===== config.mk =====
export PLATFORM = sky130hd
export DESIGN_NAME = serial_addsub_ctrl
export DESIGN_NICKNAME = d
export VERILOG_FILES = /design/src/rtl/serial_addsub_pkg.sv /design/src/rtl/fulladder.sv /design/src/rtl/serial_addsub_ctrl.sv
export SDC_FILE = /design/constraint.sdc
export NUM_CORES = 1
export LEC_CHECK = 0
export ABC_AREA = 1
export BUFFER_PORTS_ARGS = -buffer_cell sky130_fd_sc_hd__buf_2
export CORE_MARGIN = 10
export CORE_UTILIZATION = 59
export DETAILED_ROUTE_END_ITERATION = 12
export MAX_ROUTING_LAYER = met4
export PLACE_DENSITY = 0.83
export REMOVE_ABC_BUFFERS = 1
export SLEW_MARGIN = 20
export SYNTH_ARGS = -nofsm -noshare
export SYNTH_HDL_FRONTEND = slang
export SYNTH_SLANG_ARGS = --single-unit
export TNS_END_PERCENT = 1

===== constraint.sdc =====
create_clock -name clk -period 3.9 [get_ports clk]
set_input_delay 0.585 -clock clk [delete_from_list [all_inputs] [get_ports clk]]
set_output_delay 0.585 -clock clk [all_outputs]
set_load 0.01 [all_outputs]

===== src/rtl/serial_addsub_pkg.sv =====
// serial_addsub_pkg: shared FSM state type, counter sizing and saturation limits for the serial add/sub sequencer.
package serial_addsub_pkg;

  typedef enum logic [1:0] {ST_IDLE, ST_RUN, ST_DONE} state_t;

  function automatic int cnt_w(input int w);
    return $clog2(w) + 1;
  endfunction

  function automatic logic [31:0] sat_pos(input int w);
    return (32'h1 << (w - 1)) - 32'h1;
  endfunction

  function automatic logic [31:0] sat_neg(input int w);
    return 32'h1 << (w - 1);
  endfunction

endpackage


===== src/rtl/fulladder.sv =====
// fulladder: 1-bit full-adder cell shared by the serial sequencer.
module fulladder (
  input  logic A,
  input  logic B,
  input  logic Cin,
  output logic Sum,
  output logic Cout
);

  assign Sum  = A ^ B ^ Cin;
  assign Cout = (A & B) | (A & Cin) | (B & Cin);

endmodule


===== src/rtl/serial_addsub_ctrl.sv =====
// serial_addsub_ctrl: LSB-first bit-serial adder/subtractor with start/busy/done handshake.
// Build with SERIAL_ADDSUB_SAT_EN defined to saturate the result on signed overflow.
module serial_addsub_ctrl
  import serial_addsub_pkg::*;
#(
  parameter int WIDTH = 8
) (
  input  logic             clk,
  input  logic             rst,
  input  logic             start,
  input  logic             sub,
  input  logic [WIDTH-1:0] a,
  input  logic [WIDTH-1:0] b,
  output logic             busy,
  output logic             done,
  output logic [WIDTH-1:0] result,
  output logic             cout,
  output logic             ovf
);

  localparam int CW = cnt_w(WIDTH);
`ifdef SERIAL_ADDSUB_SAT_EN
  localparam logic [WIDTH-1:0] SAT_P = WIDTH'(sat_pos(WIDTH));
  localparam logic [WIDTH-1:0] SAT_N = WIDTH'(sat_neg(WIDTH));
`endif

  state_t           state_q, state_d;
  logic [WIDTH-1:0] opa_q, opa_d, opb_q, opb_d, scr_q, scr_d, result_q, result_d;
  logic [CW-1:0]    cnt_q, cnt_d;
  logic             carry_q, carry_d, cout_q, cout_d, ovf_q, ovf_d;
  logic             s, c;

  fulladder u_fa (
    .A   (opa_q[0]),
    .B   (opb_q[0]),
    .Cin (carry_q),
    .Sum (s),
    .Cout(c)
  );

  always_comb begin
    state_d  = state_q;
    opa_d    = opa_q;
    opb_d    = opb_q;
    scr_d    = scr_q;
    cnt_d    = cnt_q;
    carry_d  = carry_q;
    result_d = result_q;
    cout_d   = cout_q;
    ovf_d    = ovf_q;
    case (state_q)
      ST_IDLE: if (start) begin
        opa_d   = a;
        opb_d   = sub ? ~b : b;
        carry_d = sub;
        cnt_d   = '0;
        scr_d   = '0;
        state_d = ST_RUN;
      end
      ST_RUN: begin
        scr_d   = {s, scr_q[WIDTH-1:1]};
        opa_d   = opa_q >> 1;
        opb_d   = opb_q >> 1;
        carry_d = c;
        cnt_d   = cnt_q + 1'b1;
        if (cnt_q == CW'(WIDTH - 1)) begin
          // carry_q here is the carry into the MSB
          cout_d   = c;
          ovf_d    = carry_q ^ c;
`ifdef SERIAL_ADDSUB_SAT_EN
          result_d = (carry_q ^ c) ? (opa_q[0] ? SAT_N : SAT_P) : scr_d;
`else
          result_d = scr_d;
`endif
          state_d  = ST_DONE;
        end
      end
      default: state_d = ST_IDLE;
    endcase
  end

  always_ff @(posedge clk or posedge rst) begin
    if (rst) begin
      state_q  <= ST_IDLE;
      opa_q    <= '0;
      opb_q    <= '0;
      scr_q    <= '0;
      cnt_q    <= '0;
      carry_q  <= 1'b0;
      result_q <= '0;
      cout_q   <= 1'b0;
      ovf_q    <= 1'b0;
    end else begin
      state_q  <= state_d;
      opa_q    <= opa_d;
      opb_q    <= opb_d;
      scr_q    <= scr_d;
      cnt_q    <= cnt_d;
      carry_q  <= carry_d;
      result_q <= result_d;
      cout_q   <= cout_d;
      ovf_q    <= ovf_d;
    end
  end

  assign busy   = state_q != ST_IDLE;
  assign done   = state_q == ST_DONE;
  assign result = result_q;
  assign cout   = cout_q;
  assign ovf    = ovf_q;

endmodule


; Yosys cells after proc, flatten, opt, wreduce, memory -nomap -nowiden
; Cells that the tools add are included.
[totals]
ff_bits = 41
latch_bits = 0
ram_bits = 0
romBits = 0
in_bits = 20
output_inout_bits = 12
wordCells = 44
n_memories = 0
[op_classes]
n_addsub = 1
mul = 0
div_mod_pow = 0
magnitude_cmp = 0
n_eq_ne = 5
n_shift = 0
muxes = 14
bitwise_logic = 9
reduce_logical = 6
[ops]
columns = op, count
row1 = 8-bit case mux with 2 select lines, 3
row2 = 8-bit two-way mux, 4
row3 = 8-bit inverter, 1
row4 = 4-bit case mux with 2 select lines, 1
row5 = 2-bit AND reduction, 3
row6 = "4-bit by 1-bit adder with 4-bit output, second input constant", 1
row7 = "4-bit by 3-bit == test with 1-bit output, second input constant", 1
row8 = 2-bit two-way mux, 2
row9 = 4-bit two-way mux, 1
row10 = "2-bit != test, second input constant", 2
row11 = 2-bit case mux with 2 select lines, 1
row12 = 2-bit nonzero test, 2
row13 = 1-bit AND, 3
row14 = 1-bit XOR, 3
row15 = "2-bit by 1-bit == test with 1-bit output, second input constant", 1
row16 = "2-bit == test, second input constant", 1
row17 = 2-bit zero test, 1
row18 = 1-bit OR, 2
row19 = 1-bit case mux with 2 select lines, 1
row20 = 1-bit two-way mux, 1

; Depth between registers and ports, before layout
[logic_depth]
depth_word = 4
mapped_depth = 6
depth_no_buf = 6

; Hierarchy
; A second synthesis with hierarchy kept.
[unflattened]
hier_cells = 228
area_unflattened_um2 = 1875.5
[modules_own_cells]
columns = module, instances, cells_per_inst, area_each_um2, seq_area_each_um2
row1 = serial_addsub_ctrl, 1, 227, 1855.5, 1001.0
row2 = fulladder, 1, 1, 20.0, 0.0

; Worst setup path after synthesis
; OpenSTA, ideal clock, no wires.
[synth_path]
kind = register -> register
startpoint = register carry_q
endpoint = register ovf_q, in the netlist ovf
setup_time_ps = 116
t_arrival_ps = 1129
t_required_ps = 3784
setup_slack_ps = 2654
path_stages_with_launch = 5
n_path_buf = 0
period_less_slack_ps = 1246
cell_sequence = dfrtp_1 -> fa_1 -> xor2_1 -> nand2_1 -> nand2_1
[synth_between]
elab_chain_len = 4
word_cells_on_any_way = 5
classes_between = bitwise: 5
[synth_lines]
columns = item, line_no
row1 = start: declaration, serial_addsub_ctrl.sv:30  ; logic carry_q, carry_d, cout_q, cout_d, ovf_q, ovf_d;
row2 = start signal: assignment, serial_addsub_ctrl.sv:99  ; carry_q <= carry_d;
row3 = 1-bit AND, fulladder.sv:11  ; assign Cout = (A & B) | (A & Cin) | (B & Cin);
row4 = 1-bit OR, fulladder.sv:11
row5 = 1-bit OR *, fulladder.sv:11
row6 = net c, serial_addsub_ctrl.sv:31  ; logic s, c;
row7 = 1-bit XOR *, serial_addsub_ctrl.sv:69  ; ovf_d = carry_q ^ c;
row8 = end signal: assignment, serial_addsub_ctrl.sv:102  ; ovf_q <= ovf_d;
row9 = end: declaration, serial_addsub_ctrl.sv:30
; Mark *: on every way through the listed nets, which the timed path passes. The rest lies on a longest branch.
; A chain may end at the register's enable or synchronous reset.

; Worst setup path in the final report
[layout_path]
startpoint = register state_q[1]
endpoint = register cout_q, in the netlist cout
[layout_between]
elab_chain_len = 2
[layout_lines]
columns = item, line_no
row1 = start: declaration, serial_addsub_ctrl.sv:27  ; state_t state_q, state_d;
row2 = start signal: assignment, serial_addsub_ctrl.sv:94  ; state_q <= state_d;
row3 = 2-bit by 1-bit == test with 1-bit output, serial_addsub_ctrl.sv:51  ; case (state_q)
row4 = 2-bit AND reduction (no source line), -
row5 = end signal: assignment, serial_addsub_ctrl.sv:101  ; cout_q <= cout_d;
row6 = end: declaration, serial_addsub_ctrl.sv:30
; Every way passes these cells.

==> results.json <==
{
  "ctsResizeCount": 0,
  "grt_usage_pct": 15.1,
  "hold_class": "in -> async",
  "fin_setup_tns_ns": 0,
  "synth_top_family_by_area": "simple AND/OR/NAND/NOR gates",
  "yosys.area_share.adder_pct": 1.77,
  "clock_skew_ns": 0.00890,
  "maxSlewHeadroom_pct": 51.0,
  "cts-root-buf": "clkbuf_4",
  "die_area_sq_mm": 0.00576,
  "drt-total-wl_um": 3700,
  "grt_max_degree": 41,
  "start_util_pct": 60.8,
  "fillers": 277,
  "critPathMaxStageDelay_ns": 0.43,
  "place.gp.congestion": 0.763,
  "period_needed_ns": 1.73,
  "ys.warnings.count": 0,
  "period_share_pct": 44.3,
  "slowest_stage": "inv_2",
  "drt-pass1-iter-count": 4,
  "coreArea_sq_mm": 0.00303,
  "routedWlPerCell_um": 12.3,
  "final-seq-area_sq_mm": 0.00100,
  "grt-ovfl-total": 0,
  "synth_xor_area_share_pct": 0.951,
  "rows": 20,
  "finalMaxSlewViolations": 0,
  "vdd_drop_max_uv": 305,
  "detail_route.vias_per_cell": 5.03,
  "drc_errors": 0,
  "holdWs_ns": 0.328,
  "synthTopCellsByArea": "dfrtp_1, nand2_1, nand3_1",
  "ys_types": 19,
  "synth_area_per_cell_sq_um": 8.11,
  "diodes": 0,
  "clkLatencyLatePin_ns": 0.35,
  "hold_buffers": 0,
  "synth_simple_gate_area_share_pct": 32.4,
  "cts_buffers": 5,
  "path_class": "reg -> reg",
  "p_per_area_mw_per_mm2": 709,
  "cp_max_fo": 31,
  "synthesis.area_sq_mm": 0.00184,
  "synth_seq_cells": 40,
  "rr_worst_depth": 6,
  "initialDrtViolationCount": 65,
  "clock.fmax_mhz": 579,
  "io_buffers": 31,
  "yosysSeqAreaShare_pct": 54.3,
  "die_h_um": 75.9,
  "postCtsSetupRepairBufs": 0,
  "cp.arrival_ns": 1.98,
  "final_nets": 278,
  "setup_violations": 0,
  "htree_levels": 2,
  "die_width_um": 75.9,
  "cts_tree": "done",
  "cts_buffer_depth": 2,
  "worstPathRequired_ns": 4.15,
  "path_clk_slew_ns": 0.12,
  "path_cells": "inv_2 -> nand2_2 -> inv_2 -> nand2_2 -> nand2_1 -> nand2_1",
  "cap_violations": 0,
  "grt_pass1_vias": 1529,
  "multiInputGateArea_sq_um": 706,
  "p_leak_uw": 0.00114,
  "syn2layout_area_growth_pct": 12.5,
  "cts.sinks": 40,
  "synthDominantCellAreaShare_pct": 54.3,
  "hpwl_um": 2610,
  "antenna_found_initial": 0,
  "ant_nets": 0,
  "ios": 32,
  "vias": 1515,
  "grt_pass1_wl_um": 6500,
  "start_kind": "flip-flop",
  "synth_mux_area_share_pct": 0,
  "yosysTopAreaCell": "dfrtp_1",
  "synth_compound_area_share_pct": 3.19,
  "timing.final.hold_violations": 0,
  "tightest_slew_ns": 0.734,
  "end_kind": "flip-flop",
  "drive_above_1_share_pct": 17.5,
  "syn_inst": 227,
  "grt_setup_unrepaired": "no",
  "status": "complete, no violations"
}
==> synthesized netlist by cell type <==
master,instances
dfrtp_1,40
xnor2_1,1
o21ai_1,2
nand2_1,93
inv_2,3
inv_1,16
buf_6,1
xor2_1,1
a21oi_1,1
ha_1,1
o21ai_0,5
fa_1,1
o22ai_1,3
nand2_2,3
nand3_1,40
buf_4,3
buf_2,6
nand4_1,1
nor2_1,6
==> state kept, by name (all words and copies together), names as in the netlist <==
signal,cells
carry_q,1
cnt_q,4
cout,1
opa_q,8
opb_q,8
ovf,1
result,8
scr_q,7
state_q,2
==> logic make-up (layout without fill, tap and decap cells) <==
kind of cell    count (synthesis)  in the layout
compound gates                 11             11
xor+xnor                        2              2
fa+ha+maj                       2              2
buf+inv                        29             59
flops                          40             40
simple gates                  143            143
==> path summary, 6_finish.rpt <==
kind / startpoint / endpoint / slack [ns]
hold / removal: rst / cnt_q[2] / 0.33
setup / recovery: state_q[1] / cout / 2.17
max in group asynchronous: rst / opb_q[5] / 3.23
setup reg to reg: state_q[1] / cout / 2.17
min in group clk: a[2] / opa_q[2] / 0.43
hold reg to reg: scr_q[2] / result[1] / 0.48
==> cell usage in the layout, fill, tap and decap left out, types with 5 or more instances in the layout <==
master	Yosys	routed
buf_2	6	31
dfrtp_1	40	40
nand2_1	93	93
o21ai_0	5	5
inv_1	16	16
nand3_1	40	40
nor2_1	6	6
clkbuf_4	0	5
==> stage by stage <==
stage / util [%] / power (uW) / worst slack (ns) / cell area, sq um / cells
final: 68.4 / 1470 / 2.17 / 2070 / 301
after global placement: 65.9 / 1190 / 2.24 / 2000 / 293
after floorplan: - / 1040 / 2.40 / 1780 / 217
after global routing: 68.4 / 1600 / 1.94 / 2070 / 301
after detailed placement: 65.9 / 1220 / 2.19 / 2000 / 293
after CTS: 68.4 / 1490 / 2.17 / 2070 / 301
==> final cells by class <==
class | instances | share of cell area [%]
clock buffer | 6 | 1.99
inverter | 19 | 3.44
tap | 44 | 2.66
sequential | 40 | 48.3
timing repair buffer | 32 | 7.85
multi-input combinational | 158 | 34.1
clock inverter | 2 | 1.69
==> metal layers <==
layer | global-route usage [%] | share of wire [%] | wire [um]
met5 | - | 0 | 0
met3 | 5.34 | 8.0 | 296
met4 | 5.15 | 1.5 | 55
met1 | 16.7 | 45 | 1680
met2 | 24.9 | 45 | 1670
==> critical path, delay by kind of cell, from the launching register on <==
kind / cells / cell delay, ns
flip-flops: 1 / 0.41
AND/OR/NAND/NOR: 4 / 0.70
buffers and inverters: 2 / 0.50
==> report_power, final <==
group	internal, uW	switching [uW]	leakage (uW)	total [uW]
Sequential	584	107	0.000515	691
Clock	134	132	0.0000422	266
Combinational	187	325	0.000587	512
No activity file was read; power rests on OpenSTA's default activity.
